--- src/rtl/instr_loader.sv ---
// Program loader: assembles big-endian 32-bit words from a byte stream into program
// memory writes, then clocks the pipeline continuously or one debug step at a time.
module instr_loader #(
  parameter logic [31:0] HALT_WORD = 32'hFFFFFFFF,
  parameter int          PM_DEPTH  = 32,
  localparam int         AW        = $clog2(PM_DEPTH)
) (
  input  logic          i_clk,
  input  logic          i_reset,
  input  logic [7:0]    i_rx_data,
  input  logic          i_rx_valid,
  input  logic          i_mode_step,
  input  logic          i_step_req,
  input  logic          i_halt_in,
  output logic [31:0]   o_instruction_in,
  output logic [AW-1:0] o_instr_addr,
  output logic          o_flag_i,
  output logic          o_flag_step,
  output logic          o_load_done,
  output logic          o_err_overflow,
  output logic [31:0]   o_cycle_count,
  output logic [1:0]    o_state
);

  // Debug encoding on o_state: 0 LOAD, 1 RUN, 2 STEP, 3 DONE.
  typedef enum logic [1:0] {
    S_LOAD = 2'd0,
    S_RUN  = 2'd1,
    S_STEP = 2'd2,
    S_DONE = 2'd3
  } state_t;

  localparam logic [AW-1:0] LAST_ADDR = AW'(PM_DEPTH - 1);

  state_t        r_state;
  logic [1:0]    r_byte_idx;
  logic [7:0]    r_bytes [3];
  logic [AW-1:0] r_addr;
  logic [31:0]   r_instr;
  logic [AW-1:0] r_instr_addr;
  logic          r_flag_i;
  logic          r_flag_step;
  logic          r_load_done;
  logic          r_err;
  logic [31:0]   r_cycle_count;
  logic          r_step_hist;

  logic [31:0]   w_word;
  logic          w_step_edge;

  // The fourth byte completes the word straight from the input port.
  assign w_word      = {r_bytes[0], r_bytes[1], r_bytes[2], i_rx_data};
  assign w_step_edge = i_step_req & ~r_step_hist;

  always_ff @(posedge i_clk) begin
    if (!i_reset) begin
      r_state       <= S_LOAD;
      r_byte_idx    <= 2'd0;
      r_addr        <= '0;
      r_instr       <= '0;
      r_instr_addr  <= '0;
      r_flag_i      <= 1'b0;
      r_flag_step   <= 1'b0;
      r_load_done   <= 1'b0;
      r_err         <= 1'b0;
      r_cycle_count <= '0;
      r_step_hist   <= 1'b0;
    end else begin
      r_flag_i    <= 1'b0;
      r_step_hist <= i_step_req;
      if (r_flag_step && (r_cycle_count != 32'hFFFFFFFF))
        r_cycle_count <= r_cycle_count + 32'd1;

      case (r_state)
        S_LOAD: begin
          if (i_rx_valid) begin
            r_byte_idx <= r_byte_idx + 2'd1;
            if (r_byte_idx != 2'd3) begin
              r_bytes[r_byte_idx] <= i_rx_data;
            end else begin
              r_instr      <= w_word;
              r_instr_addr <= r_addr;
              r_flag_i     <= 1'b1;
              r_addr       <= r_addr + AW'(1);
              if (w_word == HALT_WORD) begin
                r_load_done <= 1'b1;
                if (i_mode_step) begin
                  r_state <= S_STEP;
                end else begin
                  // Continuous mode clocks the pipeline from the first cycle in RUN.
                  r_state     <= S_RUN;
                  r_flag_step <= 1'b1;
                end
              end else if (r_addr == LAST_ADDR) begin
                r_load_done <= 1'b1;
                r_err       <= 1'b1;
                r_state     <= S_DONE;
              end
            end
          end
        end
        S_RUN: begin
          if (i_halt_in) begin
            r_flag_step <= 1'b0;
            r_state     <= S_DONE;
          end else begin
            r_flag_step <= 1'b1;
          end
        end
        S_STEP: begin
          // Halt takes priority over a coincident step request.
          if (i_halt_in) begin
            r_flag_step <= 1'b0;
            r_state     <= S_DONE;
          end else begin
            r_flag_step <= w_step_edge;
          end
        end
        S_DONE: begin
          r_flag_step <= 1'b0;
        end
        default: begin
          r_state     <= S_LOAD;
          r_flag_step <= 1'b0;
        end
      endcase
    end
  end

  assign o_instruction_in = r_instr;
  assign o_instr_addr     = r_instr_addr;
  assign o_flag_i         = r_flag_i;
  assign o_flag_step      = r_flag_step;
  assign o_load_done      = r_load_done;
  assign o_err_overflow   = r_err;
  assign o_cycle_count    = r_cycle_count;
  assign o_state          = r_state;

endmodule

--- config.mk ---
export PLATFORM = sky130hd
export DESIGN_NAME = instr_loader
export DESIGN_NICKNAME = d
export VERILOG_FILES = /design/src/rtl/instr_loader.sv
export SDC_FILE = /design/constraint.sdc
export NUM_CORES = 1
export LEC_CHECK = 0
export ABC_AREA = 1
export CAP_MARGIN = 10
export CORE_MARGIN = 3
export CORE_UTILIZATION = 51
export CTS_CLUSTER_SIZE = 20
export DETAILED_ROUTE_END_ITERATION = 8
export GPL_TIMING_DRIVEN = 0
export PLACE_DENSITY = 0.78
export SETUP_SLACK_MARGIN = 0.4
export SYNTH_ARGS = -nofsm -noshare
export SYNTH_HDL_FRONTEND = slang
export SYNTH_SLANG_ARGS = --single-unit
--- constraint.sdc ---
create_clock -name i_clk -period 1.8 [get_ports i_clk]
set_input_delay 0.18 -clock i_clk [delete_from_list [all_inputs] [get_ports i_clk]]
set_output_delay 0.18 -clock i_clk [all_outputs]
set_load 0.1 [all_outputs]
Word level (Yosys, flattened, before mapping)
Memories as Yosys holds them, arrays and structs flattened. Index checks and enable logic that the tools add are counted.

$add $sub $neg: 3. Equal/unequal tests: 13. Muxes and demuxes: 22. Bitwise logic cells: 4. Reductions and logical operators: 12.

Operators with widths (count): adder 32 x 1 -> 32 bit (second input constant) (1); == test 32 bit (second input constant) (1); != test 32 bit (second input constant) (1); 2-to-1 mux 1 bit (14); 2-to-1 mux 2 bit (6); != test 2 bit (second input constant) (5); AND reduction 5 bit (2); AND reduction 4 bit (2); AND reduction 3 bit (2); adder 5 x 1 -> 5 bit (second input constant) (1); == test 5 bit (second input constant) (1); == test 2 bit (second input constant) (2); case mux 1 bit (4 select lines) (1); case mux 2 bit (2 select lines) (1); nonzero test 2 bit (2); != test 3 bit (second input constant) (1); NOT 1 bit (3); adder 2 x 1 -> 2 bit (second input constant) (1); == test 2 x 1 -> 1 bit (second input constant) (1); zero test 2 bit (1); != test 2 x 1 -> 1 bit (second input constant) (1); AND reduction 2 bit (1); OR reduction 2 bit (1); bitwise AND 1 bit (1); logical AND 1 bit (1).

Bits in registers: 83. Memory bits (writable): 24. Output and inout port bits: 75. Word-level logic and storage cells: 66. Memories: 1.

Memory list: r_bytes (depth 3, bits a word 8, rd ports 3, clocked after memory_dff 0, write ports 1, RTL line 37) `logic [7:0] r_bytes [3];`.

Logic depth before layout (Yosys ltp)
Gate-level depths: netlist (run 1).

Depth after elaboration: 6. Mapped depth: 12.

Worst setup path after synthesis (run 1)
Ideal clock, no wire load.

Kind: flip-flop to flip-flop. From: reg r_cycle_count[1], in the netlist o_cycle_count[1]. To: reg r_cycle_count[16], in the netlist o_cycle_count[16]. Arrival time: 2.323 ns. Data required time: 1.729 ns. Slack: -0.594 ns. Stages on the path, launching flop included: 12. Cell sequence: dfxtp_1 ha_1 inv_1 nor2_4 nand2_4 nor2_4 nand2_2 nand2_4 buf_12 buf_12 nand2_1 a21oi_2.

Cells in the longest elaborated chain, start to end: 2. Elaborated cells between the ends (all ways): 3. Those cells by class: add/sub (1); eq/ne (1); reduce/logical (1).

Ends and longest elaborated chain: from (decl) (RTL line 45) `logic [31:0] r_cycle_count;`; from (signal assigned) (RTL line 72) `r_cycle_count <= r_cycle_count + 32'd1;`; parallel branches: the longest is 2 deep, another holds adder 32 x 1 -> 32 bit.

Parallel ways; which one is timed is not known. A chain may end at the register's enable or synchronous reset.

Worst setup path in the final report (run 1)
From: reg r_state[0], in the netlist o_state[0]. To: reg r_addr[0].

Cells in the longest elaborated chain, start to end: 2.

Ends and longest elaborated chain: from (decl) (RTL line 35) `state_t r_state;`; from (signal assigned) (RTL line 57) `r_state <= S_LOAD;`; from (signal assigned) (RTL line 88) `r_state <= S_STEP;`; from (signal assigned) (RTL line 91) `r_state <= S_RUN;`; zero test 2 bit (RTL line 74) `case (r_state)`; AND reduction 3 bit (no source line); to (signal assigned) (RTL line 84) `r_addr <= r_addr + AW'(1);`; to (decl) (RTL line 38) `logic [AW-1:0] r_addr;`.

Every way passes these cells.

==> metrics, run 1 <==
Core Rows 35; post-synthesis sequential area ratio 48.0%; Via Count 5027; Final Hold Fails 0; Synth async-reset ratio 0%; clock tree from TritonCTS built; utilization after layout 76.4%; final cell area excluding filler cells between 7000 and 8000 sq um; clock latency on the worst-skew pair 0.39 ns; data required time at the worst endpoint between 2 and 2.5 ns; EDFF count, synth 24; cell taking the most area after synthesis sky130_fd_sc_hd__dfxtp_1; count of mapped cells out of synthesis 650; Critical Path Slowest Stage Cell sky130_fd_sc_hd__dfxtp_4; H-tree depth 3; distinct cell type count after synthesis 32; Maximum Capacitance Violations 0; outcome finished clean; crit-path most repeated cell sky130_fd_sc_hd__nor2_4; crit-path max FO 8; clock root buffer master sky130_fd_sc_hd__clkbuf_8; number of detailed-route iterations in the first pass 5; height of the chip 105 um; Top-Level Pins 89; Initial Util 53.2%; total of flip-flops plus latches after synthesis 107; CP cell instances inv_4 -> ha_4 -> nand2_4 -> nor2_4 -> clkinv_4 -> buf_8 -> nor2_4 -> inv_1 -> a21oi_1; unrepaired setup endpoints after global routing yes; worst hold-check path type primary input to flop; maximum number of pins on one net before global-route repair 20; Worst Clk Skew 0.0164 ns; time the worst path needs with I/O delays and setup 1.71 ns; mean area per synthesized cell approximately 7.6 sq um; Clock transition at path regs roughly 0.11 ns; maximum single-stage delay on the critical path 0.37 ns; residual DRC count 0; CP endpoint kind flop; Crit path max-delay family buffers and inverters; crit path buf inv count 4; worst-case hold slack ~0.21 ns; Synth-to-Final Area Change 43.5%; area inside the core boundary 9330 sq um; pin slew with the least headroom to its limit approximately 0.74 ns; Num Clock Sinks 107; Total GRT Usage 26.0%; Die Outline Area ~11000 sq um; buffers added on ports between 80 and 90; crit path kind flop to flop; IR drop worst, VDD about 0.54 mV; maximum buffer depth of the clock tree 2; vias per inst between 5 and 6; CTS buffer count 9; number of nets with antenna violations after detailed routing 0; prevailing post-synth register cell sky130_fd_sc_hd__dfxtp_1; Congestion Overflow GR 0; number of nets produced by synthesis approximately 680; chip width between 100 and 150 um; leakage power between 2 and 3 nW; Syn Std Cell Area 4960 sq um; Final Routed Wirelength around 16 mm; fin nets 818; global-route wire length before repair 22.9 mm; arrival time at the worst endpoint 2.02 ns; Post-DP HPWL slightly above 10 mm; fmax 586 MHz; # diodes 0; Worst Setup Start Kind flop; layout cell share with drive strength beyond 1 38.5%; Synth top area share 33.5%; part of the cycle the worst path needs 94.7%; power density over cell area roughly 620 nW/um^2; average wire per standard cell 17.3 um; most area-consuming cells after synthesis sky130_fd_sc_hd__dfxtp_1 (33%), sky130_fd_sc_hd__edfxtp_1 (15%), sky130_fd_sc_hd__nor2_1 (12%); placed instance area 6260 sq um; violation count after the first detailed-route iteration 326; number of warnings issued by yosys 0; number of antenna violations at the first check in global routing 0; Setup Viol. Count Final 0; routability-driven placement congestion ratio 0.890; Slew Limit Fails 0; max-slew headroom at the worst pin approximately 51%; via count of the first global-routing pass between 4000 and 5000
==> through the flow <==
stage / TNS (ns) / worst slack [ns] / power [W] / cells
final: 0 / 0.0946 / 0.00444 / 927
after global routing: 0 / 0.0310 / 0.00459 / 927
after CTS: 0 / 0.0829 / 0.00437 / 906
after detailed placement: -13.18 / -0.578 / 0.00295 / 867
after global placement: -11.30 / -0.529 / 0.00293 / 867
after floorplan: 0 / 0.0861 / 0.00281 / 650
==> cell families (layout without fill, tap and decap cells) <==
group	Yosys count	after routing	share of synthesized area, %
fa+ha+maj	11	11	2.77
flops	107	107	48.0
xor+xnor	7	7	1.24
compound gates	85	85	9.93
simple gates	380	381	32.4
buf+inv	60	207	5.65
==> layer usage <==
metal | part of all wire (%) | track usage, % | up-vias
li1 | - | - | 2375
met1 | 41 | 34.6 | 2427
met2 | 50 | 43.2 | 195
met3 | 6.9 | 5.93 | 30
met4 | 2.2 | 6.37 | 0
met5 | 0 | 0 | -
==> worst reg2reg max path: stages (launching register included) <==
cell and delay, ns:
sky130_fd_sc_hd__dfxtp_4 0.37, sky130_fd_sc_hd__inv_4 0.06, sky130_fd_sc_hd__ha_4 0.17, sky130_fd_sc_hd__nand2_4 0.07, sky130_fd_sc_hd__nor2_4 0.27, sky130_fd_sc_hd__clkinv_4 0.23
sky130_fd_sc_hd__buf_8 0.21, sky130_fd_sc_hd__nor2_4 0.10, sky130_fd_sc_hd__inv_1 0.05, sky130_fd_sc_hd__a21oi_1 0.11
==> area by class of cell <==
class / count / area, sq um
inverter: 39 / 161
tap: 129 / 161
fill: 672 / 2200
clock inverter: 6 / 57.6
sequential: 107 / 2510
timing repair buffer: 131 / 1060
multi-input combinational: 484 / 2810
buffer: 21 / 225
clock buffer: 10 / 138
==> registers in the layout, summed over array words and instances, names as in the netlist <==
name,count
o_cycle_count,32
r_step_hist,1
o_err_overflow,1
r_byte_idx,2
r_addr,5
o_flag_i,1
r_bytes,24
o_instr_addr,5
o_state,2
o_flag_step,1
o_load_done,1
o_instruction_in,32
==> power breakdown <==
part           total, W  switching (W)  internal, W  leakage (nW)
Clock           0.00147       0.000902     0.000570         0.103
Combinational  0.000482       0.000357     0.000126          1.79
Sequential      0.00249      0.0000347      0.00245         0.919
==> final timing paths <==
check                                 from                        to  slack (ns)  cells after the start
setup / recovery   o_state[0]$_SDFFE_PN0P_    r_addr[0]$_SDFFE_PN0P_        0.09                      9
hold / removal                i_rx_data[6]   r_bytes[2][6]$_DFFE_PP_        0.21                      1
setup reg to reg   o_state[0]$_SDFFE_PN0P_    r_addr[0]$_SDFFE_PN0P_        0.09                      9
hold reg to reg   o_load_done$_SDFFE_PN0P_  o_load_done$_SDFFE_PN0P_        0.49                      2
==> repair_timing <==
item / 4_1_cts / 5_1_grt
hold endpoints to repair: 0 / 0
gates resized for setup: 423 / 152
hold buffers: 0 / 0
setup buffers: 22 / 17
endpoints found under the setup margin: 178 / 134
cloned: 1 / 4
pin swaps: 18 / 34
==> synthesized netlist by cell type (3+ instances only) <==
cell,instances
sky130_fd_sc_hd__nand2_1,155
sky130_fd_sc_hd__buf_1,3
sky130_fd_sc_hd__inv_1,37
sky130_fd_sc_hd__xor2_1,6
sky130_fd_sc_hd__a21oi_2,15
sky130_fd_sc_hd__dfxtp_1,83
sky130_fd_sc_hd__o21ai_0,52
sky130_fd_sc_hd__nor2_2,5
sky130_fd_sc_hd__edfxtp_1,24
sky130_fd_sc_hd__buf_12,3
sky130_fd_sc_hd__nand3b_1,9
sky130_fd_sc_hd__nand3_1,12
sky130_fd_sc_hd__nor3_1,10
sky130_fd_sc_hd__nor2_1,161
sky130_fd_sc_hd__nand4_1,6
sky130_fd_sc_hd__clkbuf_1,12
sky130_fd_sc_hd__ha_1,11
sky130_fd_sc_hd__nor3b_1,5
sky130_fd_sc_hd__nand2_2,10
sky130_fd_sc_hd__nor2_4,3
sky130_fd_sc_hd__a21oi_1,13
==> placed cells by master (no fill, tap or decap), types with 5 or more instances in the layout <==
master	n
sky130_fd_sc_hd__nand2_1	150
sky130_fd_sc_hd__nor2_1	110
sky130_fd_sc_hd__o21ai_0	45
sky130_fd_sc_hd__buf_4	43
sky130_fd_sc_hd__dfxtp_1	43
sky130_fd_sc_hd__nor2_4	42
sky130_fd_sc_hd__buf_2	36
sky130_fd_sc_hd__dfxtp_4	33
sky130_fd_sc_hd__inv_1	31
sky130_fd_sc_hd__clkbuf_4	28
sky130_fd_sc_hd__edfxtp_1	24
sky130_fd_sc_hd__nor2_2	18
sky130_fd_sc_hd__a21oi_2	16
sky130_fd_sc_hd__nand2_2	13
sky130_fd_sc_hd__a21oi_1	12
sky130_fd_sc_hd__buf_6	10
sky130_fd_sc_hd__clkbuf_8	10
sky130_fd_sc_hd__nand3b_1	9
sky130_fd_sc_hd__nand3_1	8
sky130_fd_sc_hd__buf_12	7
sky130_fd_sc_hd__o21ai_1	7
sky130_fd_sc_hd__dfxtp_2	7
sky130_fd_sc_hd__nand4_1	6
sky130_fd_sc_hd__nor3_1	6
sky130_fd_sc_hd__xor2_1	6
sky130_fd_sc_hd__ha_1	6
sky130_fd_sc_hd__clkbuf_1	5
sky130_fd_sc_hd__clkdlybuf4s50_1	5
sky130_fd_sc_hd__dlygate4sd2_1	5
No activity file was read; power rests on OpenSTA's default activity.
==> run 2: changes to the inputs <==
--- a/config.mk
+++ b/config.mk
@@ -14,6 +14,7 @@
 export GPL_TIMING_DRIVEN = 0
 export PLACE_DENSITY = 0.78
 export SETUP_SLACK_MARGIN = 0.4
+export SKIP_CTS_REPAIR_TIMING = 1
 export SYNTH_ARGS = -nofsm -noshare
 export SYNTH_HDL_FRONTEND = slang
 export SYNTH_SLANG_ARGS = --single-unit
==> metrics, run 2 (same netlist as run 1, synthesis figures left out) <==
utilization after layout 74.2% (was 76.4%); time the worst path needs with I/O delays and setup 1.77 ns (was 1.71 ns); Slew Limit Fails 0 (unchanged); Top-Level Pins 89 (unchanged); fin cells 917 (was 927); pin slew with the least headroom to its limit 0.969 ns (was 0.741 ns); maximum number of pins on one net before global-route repair 20 (unchanged); CP endpoint kind flop (unchanged); global routing's busiest layer met2 (unchanged); switching portion of total power 28.8% (was 29.1%); total instance count after detailed placement 867 (unchanged); met2 global-route usage 39.8% (was 43.2%); buffers added on ports 88 (unchanged); unrepaired setup endpoints after global routing yes (unchanged); outcome finished clean (unchanged); Fin Setup TNS 0 ns (unchanged); routability-driven placement congestion ratio 0.890 (unchanged); max-slew headroom at the worst pin 35.3% (was 50.6%); final cell area excluding filler cells 6920 sq um (was 7120 sq um); number of detailed-route iterations in the first pass 5 (unchanged); Synth-to-Final Area Change 39.5% (was 43.5%); Clock transition at path regs 0.11 ns (about the same); Final Hold Fails 0 (unchanged); internal cell power 0.00314 W (was 0.00315 W); chip width 105 um (unchanged); Total GRT Usage 24.6% (was 26.0%); crit path kind flop to flop (unchanged); clock tree from TritonCTS built (unchanged); Worst Clk Skew 0.0151 ns (was 0.0164 ns); Initial Util 53.2% (unchanged); global-route wire length before repair 21.7 mm (was 22.9 mm); number of nets with antenna violations after detailed routing 0 (unchanged); Die Outline Area 10900 sq um (unchanged); number of antenna violations at the first check in global routing 0 (unchanged); overall power 0.00441 W (was 0.00444 W); Worst Setup Start Kind flop (unchanged); crit-path max FO 10 (was 8); layout cell share with drive strength beyond 1 35.7% (was 38.5%); part of the cycle the worst path needs 98.2% (was 94.7%); maximum buffer depth of the clock tree 2 (unchanged); Final Routed Wirelength 15.4 mm (was 16.0 mm); met1 capacity usage during global routing 34.1% (was 34.6%); Core Rows 35 (unchanged); Post-DP HPWL 10.1 mm (unchanged); via count of the first global-routing pass 4234 (was 4457); area inside the core boundary 9330 sq um (unchanged); residual DRC count 0 (unchanged); H-tree depth 3 (unchanged); data required time at the worst endpoint 2.09 ns (was 2.12 ns); fmax 566 MHz (was 586 MHz); met3 routing resource usage after global routing 5.50% (was 5.93%); arrival time at the worst endpoint 2.06 ns (was 2.02 ns); Maximum Capacitance Violations 0 (unchanged); Setup Viol. Count Final 0 (unchanged); Congestion Overflow GR 0 (unchanged); power density over cell area 637 nW/um^2 (was 623 nW/um^2); switching component of the power 0.00127 W (was 0.00129 W); height of the chip 105 um (unchanged); Logic pwr share 10.5% (was 10.9%); average wire per standard cell 16.8 um (was 17.3 um); commonest cells after routing, fill and taps aside sky130_fd_sc_hd__nand2_1 (148), sky130_fd_sc_hd__nor2_1 (123), sky130_fd_sc_hd__dfxtp_1 (46), sky130_fd_sc_hd__o21ai_0 (44), sky130_fd_sc_hd__clkbuf_4 (41) (was sky130_fd_sc_hd__nand2_1 (150), sky130_fd_sc_hd__nor2_1 (110), sky130_fd_sc_hd__o21ai_0 (45), sky130_fd_sc_hd__buf_4 (43), sky130_fd_sc_hd__dfxtp_1 (43)); Num Clock Sinks 107 (unchanged); leakage power 2.86 nW (was 2.82 nW); clock latency on the worst-skew pair 0.39 ns (about the same); fin nets 808 (was 818); Via Count 4976 (was 5027); vias per inst 5.43 (was 5.42); worst hold-check path type primary input to flop (unchanged); violation count after the first detailed-route iteration 315 (was 326); IR drop worst, VDD 0.635 mV (was 0.540 mV); clock root buffer master sky130_fd_sc_hd__clkbuf_8 (unchanged); register share of total power 56.3% (was 56.0%); most common library cell in the layout ignoring fill and taps sky130_fd_sc_hd__nand2_1 (unchanged); placed instance area 6260 sq um (unchanged); CTS buffer count 9 (unchanged); # diodes 0 (unchanged); clock network fraction of design power 33.2% (about the same)
==> run 2: changes by cell type in the layout (fill, tap and decap cells not counted), moves of 4 or more <==
cell,change
sky130_fd_sc_hd__clkbuf_4,+13
sky130_fd_sc_hd__nor2_2,+6
sky130_fd_sc_hd__dlymetal6s2s_1,+5
sky130_fd_sc_hd__dlygate4sd2_1,-5
sky130_fd_sc_hd__nor2_4,-20
sky130_fd_sc_hd__clkbuf_2,+5
sky130_fd_sc_hd__dfxtp_2,-4
sky130_fd_sc_hd__nor2_1,+13
sky130_fd_sc_hd__buf_2,-7
sky130_fd_sc_hd__buf_4,-18
==> run 2: area by class of cell <==
type	count	area, sq um
multi-input cells	483	2660
flip-flops and latches	107	2510
fillers	723	2400
repair buffers	122	998
plain buffers	21	234
inverters	39	164
well taps	129	161
clock buffers	10	138
clock inverters	6	57.6
==> run 2: path summary, 6_finish.rpt <==
| check | slack, ns | end | cells after the start | start |
|---|---|---|---|---|
| max | 0.03 | o_cycle_count[2]$_SDFFE_PN0P_ | 11 | o_cycle_count[0]$_SDFFE_PN0P_ |
| min | 0.20 | r_bytes[2][2]$_DFFE_PP_ | 1 | i_rx_data[2] |
| max reg2reg | 0.03 | o_cycle_count[2]$_SDFFE_PN0P_ | 11 | o_cycle_count[0]$_SDFFE_PN0P_ |
| min reg2reg | 0.50 | o_load_done$_SDFFE_PN0P_ | 2 | o_load_done$_SDFFE_PN0P_ |
==> run 2: power by group through the flow <==
stage	logic [W]	registers (W)	clock network (W)
finish	0.000463	0.00248	0.00146
CTS	0.000414	0.00248	0.00148
global route	0.000483	0.00249	0.00158
floorplan	0.000109	0.00270	0
global placement	0.000404	0.00253	0
detailed placement	0.000412	0.00253	0
==> run 2: through the flow <==
stage	setup slack, ns	hold WS, ns
floorplan	0.0861	0.273
global placement	-0.529	0.463
detailed placement	-0.578	0.462
CTS	-0.344	0.339
global route	-0.0493	0.181
finish	0.0326	0.201
==> run 2: critical path, stage by stage, from the launching register on <==
cell	delay [ns]
sky130_fd_sc_hd__dfxtp_4	0.39
sky130_fd_sc_hd__ha_4	0.12
sky130_fd_sc_hd__inv_2	0.05
sky130_fd_sc_hd__nor2_4	0.21
sky130_fd_sc_hd__nand2_4	0.10
sky130_fd_sc_hd__nor2_4	0.17
sky130_fd_sc_hd__nand2_2	0.08
sky130_fd_sc_hd__nand2_4	0.09
sky130_fd_sc_hd__buf_4	0.20
sky130_fd_sc_hd__o21ai_0	0.12
sky130_fd_sc_hd__nand2_1	0.07
sky130_fd_sc_hd__nor2_1	0.05
==> run 2: layer usage <==
metal | part of all wire [%] | wire length (um) | up-vias
met3 | 7.1 | 1090 | 29
met4 | 1.7 | 269 | 0
li1 | - | - | 2357
met5 | 0 | 0 | -
met1 | 43 | 6660 | 2367
met2 | 48 | 7420 | 223
==> run 3: changes to the inputs <==
==> constraint.sdc (replaced) <==
create_clock -name i_clk -period 1.8 [get_ports i_clk]
set_input_delay 0.18 -clock i_clk [delete_from_list [all_inputs] [get_ports i_clk]]
set_output_delay 0.18 -clock i_clk [all_outputs]
set_load 0.05 [all_outputs]
==> metrics, run 3 (same netlist as run 1, synthesis figures left out) <==
height of the chip 105 um (unchanged); global-route wire length before repair 21.7 mm (about the same); Final Hold Fails 0 (unchanged); crit-path most repeated cell sky130_fd_sc_hd__nand2_4; fin nets 821 (was 808); routability-driven placement congestion ratio 0.941 (was 0.890); crit-path max FO 7 (was 10); maximum buffer depth of the clock tree 2 (unchanged); # diodes 0 (unchanged); Worst Hold Launch i_rx_data[2] (unchanged); worst setup slack for register-to-register paths 0.05 ns (was 0.03 ns); commonest cells after routing, fill and taps aside sky130_fd_sc_hd__nand2_1 (144), sky130_fd_sc_hd__nor2_1 (123), sky130_fd_sc_hd__dlymetal6s2s_1 (61), sky130_fd_sc_hd__dfxtp_1 (45), sky130_fd_sc_hd__o21ai_0 (34) (was sky130_fd_sc_hd__nand2_1 (148), sky130_fd_sc_hd__nor2_1 (123), sky130_fd_sc_hd__dfxtp_1 (46), sky130_fd_sc_hd__o21ai_0 (44), sky130_fd_sc_hd__clkbuf_4 (41)); Slew Limit Fails 0 (unchanged); clock latency on the worst-skew pair 0.39 ns (about the same); clock tree from TritonCTS built (unchanged); Initial Util 53.2% (unchanged); launch point of the worst reg-to-reg path o_cycle_count[0]$_SDFFE_PN0P_ (unchanged); Maximum Capacitance Violations 0 (unchanged); crit path kind flop to flop (unchanged); IR drop worst, VDD 0.501 mV (was 0.635 mV); Congestion Overflow GR 0 (unchanged); timing startpoint of the critical path o_cycle_count[0]$_SDFFE_PN0P_ (unchanged); worst hold-check path type primary input to flop (unchanged); outcome finished clean (unchanged); Clock transition at path regs 0.12 ns (was 0.11 ns); unrepaired setup endpoints after global routing yes (unchanged); R2R Path End o_cycle_count[14]$_SDFFE_PN0P_ (was o_cycle_count[2]$_SDFFE_PN0P_); Critical Path Slowest Stage Cell sky130_fd_sc_hd__dfxtp_4 (unchanged); number of detailed-route iterations in the first pass 5 (unchanged); Setup Viol. Count Final 0 (unchanged); chip width 105 um (unchanged); CP endpoint kind flop (unchanged); number of antenna violations at the first check in global routing 0 (unchanged); data required time at the worst endpoint 2.11 ns (was 2.09 ns); Num Clock Sinks 107 (unchanged); Hold Path Sink r_bytes[2][2]$_DFFE_PP_ (unchanged); layout cell share with drive strength beyond 1 32.0% (was 35.7%); total instance count after detailed placement 867 (unchanged); fmax 570 MHz (was 566 MHz); maximum single-stage delay on the critical path 0.39 ns (about the same); H-tree depth 3 (unchanged); Via Count 5121 (was 4976); Core Rows 35 (unchanged); clock root buffer master sky130_fd_sc_hd__clkbuf_8 (unchanged); leakage power 3.80 nW (was 2.86 nW); pin slew with the least headroom to its limit 0.865 ns (was 0.969 ns); Total GRT Usage 24.5% (was 24.6%); number of nets with antenna violations after detailed routing 0 (unchanged); buffers added on ports 88 (unchanged); Post-DP HPWL 9.96 mm (was 10.1 mm); maximum number of pins on one net before global-route repair 21 (was 20); instance count along the most critical hold path 1 (unchanged); Worst Clk Skew 0.0157 ns (was 0.0151 ns); Fill cells 580 (was 723); most common library cell in the layout ignoring fill and taps sky130_fd_sc_hd__nand2_1 (unchanged); sequential cell area in the final layout 2490 sq um (was 2510 sq um); CTS buffer count 9 (unchanged); fin cells 930 (was 917); area of combinational cells with multiple inputs 2780 sq um (was 2660 sq um); CP cell instances ha_4 -> inv_4 -> nor2_4 -> nand2_4 -> nor2_4 -> nand2_4 -> nand2_8 -> buf_12 -> clkbuf_16 -> nand2_4 -> a21oi_2 (was ha_4 -> inv_2 -> nor2_4 -> nand2_4 -> nor2_4 -> nand2_2 -> nand2_4 -> buf_4 -> o21ai_0 -> nand2_1 -> nor2_1); arrival time at the worst endpoint 2.07 ns (was 2.06 ns); vias per inst 5.51 (was 5.43); residual DRC count 0 (unchanged); Die Outline Area 10900 sq um (unchanged); violation count after the first detailed-route iteration 332 (was 315); power density over cell area 583 nW/um^2 (was 637 nW/um^2); via count of the first global-routing pass 4529 (was 4234); area inside the core boundary 9330 sq um (unchanged); Worst Setup Start Kind flop (unchanged); worst reg-to-reg path cell count 11 (unchanged); average wire per standard cell 18.0 um (was 16.8 um); Final Routed Wirelength 16.7 mm (was 15.4 mm); max-slew headroom at the worst pin 42.3% (was 35.3%); overall power 0.00441 W (about the same); Synth-to-Final Area Change 52.4% (was 39.5%); time the worst path needs with I/O delays and setup 1.75 ns (was 1.77 ns); part of the cycle the worst path needs 97.4% (was 98.2%); Top-Level Pins 89 (unchanged)
[run 3: worst max-delay path by stage]
stage	cells after the start	slack [ns]	end
after floorplan	11	0.19	o_cycle_count[16]$_SDFFE_PN0P_
after global placement	4	-0.49	r_bytes[1][2]$_DFFE_PP_
after detailed placement	4	-0.57	r_bytes[1][3]$_DFFE_PP_
after CTS	4	-0.17	r_bytes[1][1]$_DFFE_PP_
after global routing	11	-0.007	o_cycle_count[10]$_SDFFE_PN0P_
final	11	0.05	o_cycle_count[14]$_SDFFE_PN0P_
[run 3: layout make-up]
class | count | share of cell area [%]
Sequential cell | 107 | 33.0
Inverter | 39 | 2.17
Clock inverter | 7 | 0.910
Multi-Input combinational cell | 483 | 36.8
Buffer | 21 | 3.04
Tap cell | 129 | 2.13
Timing Repair Buffer | 135 | 20.3
Clock buffer | 9 | 1.64
[run 3: per-stage QoR]
stage | cell area [sq um] | utilization, % | setup TNS (ns) | setup slack (ns) | hold slack [ns]
floorplan | 5160 | - | 0 | 0.195 | 0.273
global placement | 6210 | 66.5 | -12.00 | -0.492 | 0.474
detailed placement | 6210 | 66.5 | -13.85 | -0.568 | 0.483
CTS | 6400 | 68.6 | -3.32 | -0.173 | 0.363
global route | 7560 | 81.1 | -0.0237 | -0.00733 | 0.203
finish | 7560 | 81.1 | 0 | 0.0460 | 0.214
[run 3: metal layers]
metal  up-vias  GRT usage [%]  share of wire [%]
li1       2387              -                  -
met1      2448           30.3                 40
met2       238           42.0                 50
met3        48           4.94                6.1
met4         0           9.47                3.7
met5         -              0                  0
[run 3: power by group]
part	switching, W	leakage, nW	internal, W
combinational	0.000268	2.79	0.000156
sequential	0.0000350	0.916	0.00246
clock	0.000945	0.0980	0.000541
total	0.00125	3.80	0.00316
[run 3: critical path: cells and delay by family, from the launching register on]
family	cells	cell delay (ns)
simple gates	6	0.67
flops	1	0.39
compound gates	1	0.11
buf+inv	3	0.36
fa+ha+maj	1	0.14
